### config.mk
export PLATFORM = sky130hd
export DESIGN_NAME = lift_scan_ctrl
export DESIGN_NICKNAME = d
export VERILOG_FILES = /design/src/rtl/lift_pkg.sv /design/src/rtl/lift_door_timer.sv /design/src/rtl/lift_scan_ctrl.sv
export SDC_FILE = /design/constraint.sdc
export NUM_CORES = 1
export LEC_CHECK = 0
export ABC_AREA = 1
export CORE_MARGIN = 10
export CORE_UTILIZATION = 64
export CTS_CLUSTER_SIZE = 12
export DETAILED_ROUTE_END_ITERATION = 12
export PLACE_DENSITY = 0.93
export SYNTH_ARGS = -nofsm -noshare
export SYNTH_HDL_FRONTEND = slang
export SYNTH_HIERARCHICAL = 1
export SYNTH_SLANG_ARGS = --single-unit
### constraint.sdc
create_clock -name clk -period 10.36 [get_ports clk]
set_clock_uncertainty 0.15 [all_clocks]
set_input_delay 3.108 -clock clk [delete_from_list [all_inputs] [get_ports clk]]
set_output_delay 3.108 -clock clk [all_outputs]
set_load 0.005 [all_outputs]
### src/rtl/lift_pkg.sv
// lift_pkg: shared types and default constants for the lift scan controller.
//   lift_state_e      : controller state encoding (IDLE / MOVE / DOOR)
//   TIME_UNIT_DEF     : default clk cycles per time unit
//   MOVE_UNITS_DEF    : default time units to travel one floor
//   DOOR_ODD_MUL_DEF  : default door-time multiplier on odd floors
//   DOOR_EVEN_MUL_DEF : default door-time multiplier on even nonzero floors
package lift_pkg;

  typedef enum logic [1:0] {
    ST_IDLE = 2'd0,
    ST_MOVE = 2'd1,
    ST_DOOR = 2'd2
  } lift_state_e;

  localparam int TIME_UNIT_DEF     = 100_000_000;
  localparam int MOVE_UNITS_DEF    = 1;
  localparam int DOOR_ODD_MUL_DEF  = 4;
  localparam int DOOR_EVEN_MUL_DEF = 7;

endpackage

### src/rtl/lift_door_timer.sv
// lift_door_timer: works out the door-open duration for a floor and counts it.
//   clk, rst : clock, synchronous active-high reset
//   start    : load the duration for 'floor' and begin counting
//   restart  : reload the duration (door re-requested at this floor)
//   hold     : keep the elapsed time at zero while high
//   floor    : floor whose duration is loaded on start/restart/hold
//   done     : one-cycle pulse in the last cycle of the door period
// Duration in time units: floor 0 -> 1, odd -> ODD_MUL*floor,
// even nonzero -> EVEN_MUL*floor.
module lift_door_timer
  import lift_pkg::*;
#(
  parameter int N_FLOORS  = 16,
  parameter int TIME_UNIT = TIME_UNIT_DEF,
  parameter int ODD_MUL   = DOOR_ODD_MUL_DEF,
  parameter int EVEN_MUL  = DOOR_EVEN_MUL_DEF
) (
  input  logic                        clk,
  input  logic                        rst,
  input  logic                        start,
  input  logic                        restart,
  input  logic                        hold,
  input  logic [$clog2(N_FLOORS)-1:0] floor,
  output logic                        done
);

  localparam int     MAX_MUL = (ODD_MUL > EVEN_MUL) ? ODD_MUL : EVEN_MUL;
  localparam longint MAX_DUR = longint'(MAX_MUL) * longint'(N_FLOORS - 1) * longint'(TIME_UNIT);
  // The counter holds duration-1, so MAX_DUR-1 is the largest value stored.
  localparam int     DW      = (MAX_DUR > 1) ? $clog2(MAX_DUR) : 1;

  longint        units;
  logic [DW-1:0] dur_m1;
  logic [DW-1:0] cnt;
  logic          active;

  always_comb begin
    if (floor == '0) begin
      units = 1;
    end else if (floor[0]) begin
      units = longint'(ODD_MUL) * longint'(floor);
    end else begin
      units = longint'(EVEN_MUL) * longint'(floor);
    end
    dur_m1 = DW'(units * longint'(TIME_UNIT) - 1);
  end

  // Hold and restart both reload the full duration, so the door always
  // gets a complete period once they drop.
  always_ff @(posedge clk) begin
    if (rst) begin
      active <= 1'b0;
      cnt    <= '0;
    end else if (start) begin
      active <= 1'b1;
      cnt    <= dur_m1;
    end else if (active) begin
      if (restart || hold) begin
        cnt <= dur_m1;
      end else if (cnt == '0) begin
        active <= 1'b0;
      end else begin
        cnt <= cnt - 1'b1;
      end
    end
  end

  assign done = active && !restart && !hold && (cnt == '0);

endmodule

### src/rtl/lift_scan_ctrl.sv
// lift_scan_ctrl: scan (elevator-algorithm) lift controller.
//   clk, rst   : clock, synchronous active-high reset
//   req_valid  : call request strobe, one floor per cycle
//   req_floor  : requested floor (out-of-range values are dropped)
//   door_hold  : only with LIFT_DOOR_HOLD_EN defined; keeps the door open
//   floor      : current floor
//   dir_up     : current/last travel direction, 1 = up
//   moving     : lift is travelling
//   door_open  : door is open
//   pending    : outstanding request bitmap
//   music_en   : floor is neither the bottom nor the top floor
// Optional feature macro: LIFT_DOOR_HOLD_EN (adds door_hold).
//
// state | meaning
// IDLE  | parked; picks door, direction or stays, from pending requests
// MOVE  | travelling; one floor per MOVE_UNITS*TIME_UNIT cycles
// DOOR  | door open for the floor-dependent duration
module lift_scan_ctrl
  import lift_pkg::*;
#(
  parameter int N_FLOORS      = 16,
  parameter int TIME_UNIT     = TIME_UNIT_DEF,
  parameter int MOVE_UNITS    = MOVE_UNITS_DEF,
  parameter int DOOR_ODD_MUL  = DOOR_ODD_MUL_DEF,
  parameter int DOOR_EVEN_MUL = DOOR_EVEN_MUL_DEF
) (
  input  logic                        clk,
  input  logic                        rst,
  input  logic                        req_valid,
  input  logic [$clog2(N_FLOORS)-1:0] req_floor,
`ifdef LIFT_DOOR_HOLD_EN
  input  logic                        door_hold,
`endif
  output logic [$clog2(N_FLOORS)-1:0] floor,
  output logic                        dir_up,
  output logic                        moving,
  output logic                        door_open,
  output logic [N_FLOORS-1:0]         pending,
  output logic                        music_en
);

  localparam int     FW          = $clog2(N_FLOORS);
  localparam longint MOVE_CYC    = longint'(MOVE_UNITS) * longint'(TIME_UNIT);
  localparam int     MW          = (MOVE_CYC > 1) ? $clog2(MOVE_CYC) : 1;
  localparam logic [MW-1:0] MOVE_RELOAD = MW'(MOVE_CYC - 1);

  lift_state_e         state, state_nxt;
  logic [FW-1:0]       floor_nxt, step_floor;
  logic                dir_nxt;
  logic [MW-1:0]       move_cnt;
  logic                move_load;
  logic [N_FLOORS-1:0] acc_mask, clr_mask;
  logic                in_range;
  logic                door_start, door_restart, door_hold_i, door_done;
  logic                step_ahead, step_behind;

  function automatic logic any_above(input logic [N_FLOORS-1:0] p, input logic [FW-1:0] f);
    logic r;
    r = 1'b0;
    for (int i = 0; i < N_FLOORS; i++) begin
      if (i > int'(f)) r = r | p[i];
    end
    return r;
  endfunction

  function automatic logic any_below(input logic [N_FLOORS-1:0] p, input logic [FW-1:0] f);
    logic r;
    r = 1'b0;
    for (int i = 0; i < N_FLOORS; i++) begin
      if (i < int'(f)) r = r | p[i];
    end
    return r;
  endfunction

  // With a power-of-two floor count every encodable floor exists.
  generate
    if (N_FLOORS == (1 << FW)) begin : g_full_range
      assign in_range = 1'b1;
    end else begin : g_part_range
      assign in_range = (req_floor < FW'(N_FLOORS));
    end
  endgenerate

`ifdef LIFT_DOOR_HOLD_EN
  assign door_hold_i = door_hold;
`else
  assign door_hold_i = 1'b0;
`endif

  // A request for the floor whose door is open only extends the door.
  assign door_restart = (state == ST_DOOR) && req_valid && (req_floor == floor);
  assign acc_mask     = (req_valid && in_range && !door_restart) ?
                        (N_FLOORS'(1) << req_floor) : '0;
  // Clearing wins over setting, so a same-cycle request is absorbed.
  assign clr_mask     = door_start ? (N_FLOORS'(1) << floor_nxt) : '0;

  // MOVE only starts or continues with a request ahead, so this never wraps.
  assign step_floor  = dir_up ? (floor + 1'b1) : (floor - 1'b1);
  assign step_ahead  = dir_up ? any_above(pending, step_floor) : any_below(pending, step_floor);
  assign step_behind = dir_up ? any_below(pending, step_floor) : any_above(pending, step_floor);

  always_comb begin
    state_nxt  = state;
    floor_nxt  = floor;
    dir_nxt    = dir_up;
    move_load  = 1'b0;
    door_start = 1'b0;
    case (state)
      ST_IDLE: begin
        if (pending[floor]) begin
          state_nxt  = ST_DOOR;
          door_start = 1'b1;
        end else if (any_above(pending, floor) && (dir_up || !any_below(pending, floor))) begin
          state_nxt = ST_MOVE;
          dir_nxt   = 1'b1;
          move_load = 1'b1;
        end else if (any_below(pending, floor)) begin
          state_nxt = ST_MOVE;
          dir_nxt   = 1'b0;
          move_load = 1'b1;
        end
      end
      ST_MOVE: begin
        if (move_cnt == '0) begin
          floor_nxt = step_floor;
          if (pending[step_floor]) begin
            state_nxt  = ST_DOOR;
            door_start = 1'b1;
          end else if (step_ahead) begin
            move_load = 1'b1;
          end else if (step_behind) begin
            dir_nxt   = !dir_up;
            move_load = 1'b1;
          end else begin
            state_nxt = ST_IDLE;
          end
        end
      end
      ST_DOOR: begin
        if (door_done) state_nxt = ST_IDLE;
      end
      default: state_nxt = ST_IDLE;
    endcase
  end

  always_ff @(posedge clk) begin
    if (rst) begin
      state    <= ST_IDLE;
      floor    <= '0;
      dir_up   <= 1'b1;
      pending  <= '0;
      move_cnt <= '0;
    end else begin
      state   <= state_nxt;
      floor   <= floor_nxt;
      dir_up  <= dir_nxt;
      pending <= (pending | acc_mask) & ~clr_mask;
      if (move_load) begin
        move_cnt <= MOVE_RELOAD;
      end else if ((state == ST_MOVE) && (move_cnt != '0)) begin
        move_cnt <= move_cnt - 1'b1;
      end
    end
  end

  // floor_nxt is the entry floor on start and the current floor in DOOR.
  lift_door_timer #(
    .N_FLOORS  (N_FLOORS),
    .TIME_UNIT (TIME_UNIT),
    .ODD_MUL   (DOOR_ODD_MUL),
    .EVEN_MUL  (DOOR_EVEN_MUL)
  ) u_door_timer (
    .clk     (clk),
    .rst     (rst),
    .start   (door_start),
    .restart (door_restart),
    .hold    (door_hold_i),
    .floor   (floor_nxt),
    .done    (door_done)
  );

  assign moving    = (state == ST_MOVE);
  assign door_open = (state == ST_DOOR);
  assign music_en  = (floor != '0) && (floor != FW'(N_FLOORS - 1));

endmodule
==> key figures, run 1 <==
Run status
  – Outcome: finished, final reports clean

Yosys
  – Share of synthesized flip-flops with an asynchronous set or reset: 0
  – Distinct cells, synth: 56
  – Largest family of logic cells by synthesized area: simple AND/OR/NAND/NOR gates
  – Synth Instances: 1,565
  – Post-synth top area share: 0.173
  – Synth Register Bits: 85
  – Synth top area cells: dfxtp_1 17%, nand2_1 15%, inv_1 9.7%
  – Synthesized cell area: 9820 um^2
  – Adder-cell area share of the yosys netlist: 0.149
  – Post-synthesis sequential area ratio: 0.173
  – Commonest register cell after synthesis: dfxtp_1
  – Simple-gate area share of the yosys netlist: 0.386
  – Post-synth EDFFs: 0
  – Xor/xnor cell area share of the yosys netlist: 0.0451
  – Synth warn: 6
  – Multiplexer area fraction after synthesis: 0.00102
  – Synth Net Count: 1,670
  – Compound-Gate Fraction of Synth Area: 0.118
  – Area leader, netlist: dfxtp_1
  – Avg Cell Area, Syn: 6.28 um^2

GRT
  – Pin count of the biggest net entering global routing: 35
  – First-pass GRT wire length: 46,100 um
  – Vias in the first global route: 9,748
  – Initial antenna violation count: 0
  – Grt ovf: 0
  – Total GRT Usage: 0.272

Finish
  – Share of post-route cells with drive strength above 1: 0.0896
  – Nets: 1,685
  – Area of the multi-input gates: 6880 um^2
  – Filler Cell Count: 1,306
  – Antenna diodes: 0
  – Post-Layout Inst Area: 10,500 um^2
  – Area Overhead vs Synth: 7.18%
  – Register area: 1700 um^2

Clock network
  – Number of buffers created by CTS: 9
  – Clock transition at path regs: 0.07 ns
  – Root Buffer: clkbuf_16
  – CTS tree: built
  – CTS Hold Bufs: 0
  – Clock sinks: 85
  – Clock Latency Late Sink: 0.36 ns
  – Clock Path Buffers: 2
  – Setup Buffers After CTS: 0
  – Post-cts resize count: 0
  – H-tree levels: 3

Timing
  – Final WS setup: 1.24 ns
  – Final Max Slew Viols: 0
  – Final min period: 9.12 ns
  – Final TNS setup: 0 ns
  – Relative slew slack: 0.507
  – Final setup fails: 0
  – Hold Vio Cnt, Final: 0
  – Least-Margin Pin Slew: 0.734 ns
  – Hold WS: 0.349 ns
  – Unrepaired setup endpoints after global routing: no
  – F_max: 110 MHz
  – Final period util: 0.880

Floorplan
  – IO Pins: 31
  – Die Y-Extent: 144 um
  – Initial Util: 0.649
  – Die W: 144 um
  – Rows: 45
  – Core Region: 15,100 um^2
  – Area of the die: 20,700 um^2

Worst setup path
  – R2R cell count: 39
  – Crit path required time: 10.45 ns
  – Reg2reg end: u_door_timer/cnt[25]
  – Startpoint Class: register
  – Crit path kind: reg -> reg
  – CP Max Fanout: 13
  – Worst reg2reg setup slack: 1.24 ns
  – Most used cell, CP: nand2_1
  – CP Launch Point: floor[1]
  – CP max stage cell: dfxtp_1
  – CP max stage delay: 0.64 ns
  – Worst setup EP type: register
  – Critical Path AT: 9.20 ns
  – R2r startpoint: floor[1]

Job
  – Max-Cap Viols: 0

Pwr
  – Power per cell area: 130 nW/um^2
  – LEAKAGE: 0.00546 uW
  – VDD IR-drop max: 0.107 mV

Detailed routing
  – Routed wire length: 28,100 um
  – DRC: 0
  – Met3 wire len: 2180 um
  – Antenna violation net count after detailed routing: 0
  – Routed length per instance: 15.9 um
  – M1 WL: 11,400 um
  – Vias: 10,300
  – TritonRoute pass-1 iters: 6
  – Number of DRC markers in iteration 0: 1,054
  – Top Layer Used: met4
  – Vias/cell: 5.80
  – WL met2: 13,300 um

Hold path
  – Worst Hold Class: reg -> reg
  – Worst hold start: u_door_timer/cnt[27]
  – Hold worst-path end: u_door_timer/cnt[27]
  – Hold depth: 2

Place
  – Post-DP Area: 10,200 um^2
  – PortBufs: 30
  – HPWL after DPL: 21,900 um
  – Setup WS pre-CTS: 1.42 ns
  – GP Congestion: 1.01
[kinds of logic (layout without fill, tap and decap cells)]
| family | count (synthesis) | count (layout) |
|---|---|---|
| and+or+nand+nor | 822 | 822 |
| buffers and inverters | 310 | 330 |
| AOI/OAI and AO/OA | 199 | 199 |
| adders and majority gates | 98 | 98 |
| DFF | 85 | 85 |
| xor gates and xnor gates | 48 | 48 |
| other | 2 | 2 |
| muxes | 1 | 1 |
[synth_stat cells (all sizes together), types with 2 or more instances]
library cell	count
a21oi	54
xnor2	14
conb	2
nand4	29
nand2	406
nor4	5
nand3b	8
clkinv	3
a31oi	10
xor2	34
dfxtp	85
or2	3
inv	275
o21bai	2
nor2	193
clkbuf	14
o211ai	10
fa	32
o22ai	13
nor3	26
nand3	150
o21ai	102
a32o	2
ha	66
buf	18
[area by class of cell]
cell class | instances | share of cell area
multi-input cells | 1170 | 0.654
flip-flops and latches | 85 | 0.162
inverters | 278 | 0.0996
repair buffers | 36 | 0.0328
well taps | 188 | 0.0223
clock buffers | 9 | 0.0214
clock inverters | 7 | 0.00868
[registers in the layout, indices dropped and copies added, names as in the netlist]
name,cells
pending,16
state,2
move_cnt,27
u_door_timer/cnt,34
dir_up,1
u_door_timer/active,1
floor,4
[placed cells by master, fill, tap and decap left out, types with 3 or more instances in the layout]
cell and count:
o22ai_1 7, nand3b_1 8, nand2_2 21, nand2_4 5, nor3_2 3, nor2_1 167, nand3_1 127, nor2_2 16
nand2_1 380, inv_2 18, clkdlybuf4s50_1 30, xnor2_1 13, fa_1 32, clkbuf_16 9, o22ai_2 6, nand3_2 23
xor2_1 32, a31oi_1 10, ha_1 66, dfxtp_1 85, a21oi_1 50, o21ai_0 90, buf_4 6, a21oi_2 4
nor4_1 5, clkinv_1 3, inv_1 255, o21ai_1 9, nor2_4 9, o211ai_1 9, nor3_1 23, nand4_1 27
[through the flow]
step / utilization / instances / power, uW
3_5_place_dp: 0.674 / 1757 / 1010
3_3_place_gp: 0.674 / 1757 / 985
4_1_cts: 0.695 / 1773 / 1360
6_report: 0.695 / 1773 / 1370
5_1_grt: 0.695 / 1773 / 1470
2_1_floorplan: - / 1565 / 882
[worst max-delay path, delay by kind of cell, from the launching register on]
family	cells	cell delay (ns)
AO/OA/AOI/OAI	4	0.91
buffers and inverters	7	1.10
AND/OR/NAND/NOR	20	2.46
adder cells (fa/ha/maj)	8	3.69
flip-flops	1	0.64
[where the power goes]
group / total [uW] / switching (uW) / internal [uW]
clock: 344 / 151 / 193
sequential: 402 / 40.8 / 362
combinational: 623 / 410 / 213
total: 1370 / 602 / 767
[worst max-delay path by stage]
| stage | end | slack (ns) | cells past startpoint |
|---|---|---|---|
| after floorplan | u_door_timer/cnt[32] | 2.55 | 44 |
| after detailed placement | u_door_timer/cnt[32] | 1.42 | 42 |
| after CTS | u_door_timer/cnt[32] | 1.39 | 42 |
| final | u_door_timer/cnt[25] | 1.24 | 39 |
| after global routing | u_door_timer/cnt[32] | 0.44 | 43 |
| after global placement | u_door_timer/cnt[32] | 1.80 | 42 |
[layer usage]
metal,track usage,vias to the layer above
met2,0.472,487
met4,0.131,0
met5,0,-
met1,0.321,4686
li1,-,5009
met3,0.0416,101
Note: power is estimated with default switching activity, not from simulation.
==> run 2, diff against run 1 <==
--- a/config.mk
+++ b/config.mk
@@ -6,6 +6,7 @@
 export NUM_CORES = 1
 export LEC_CHECK = 0
 export ABC_AREA = 1
+export CAP_MARGIN = 20
 export CORE_MARGIN = 10
 export CORE_UTILIZATION = 64
 export CTS_CLUSTER_SIZE = 12
==> results of run 2 <==
The final DEF is identical to that of run 1; final timing and power are the same.
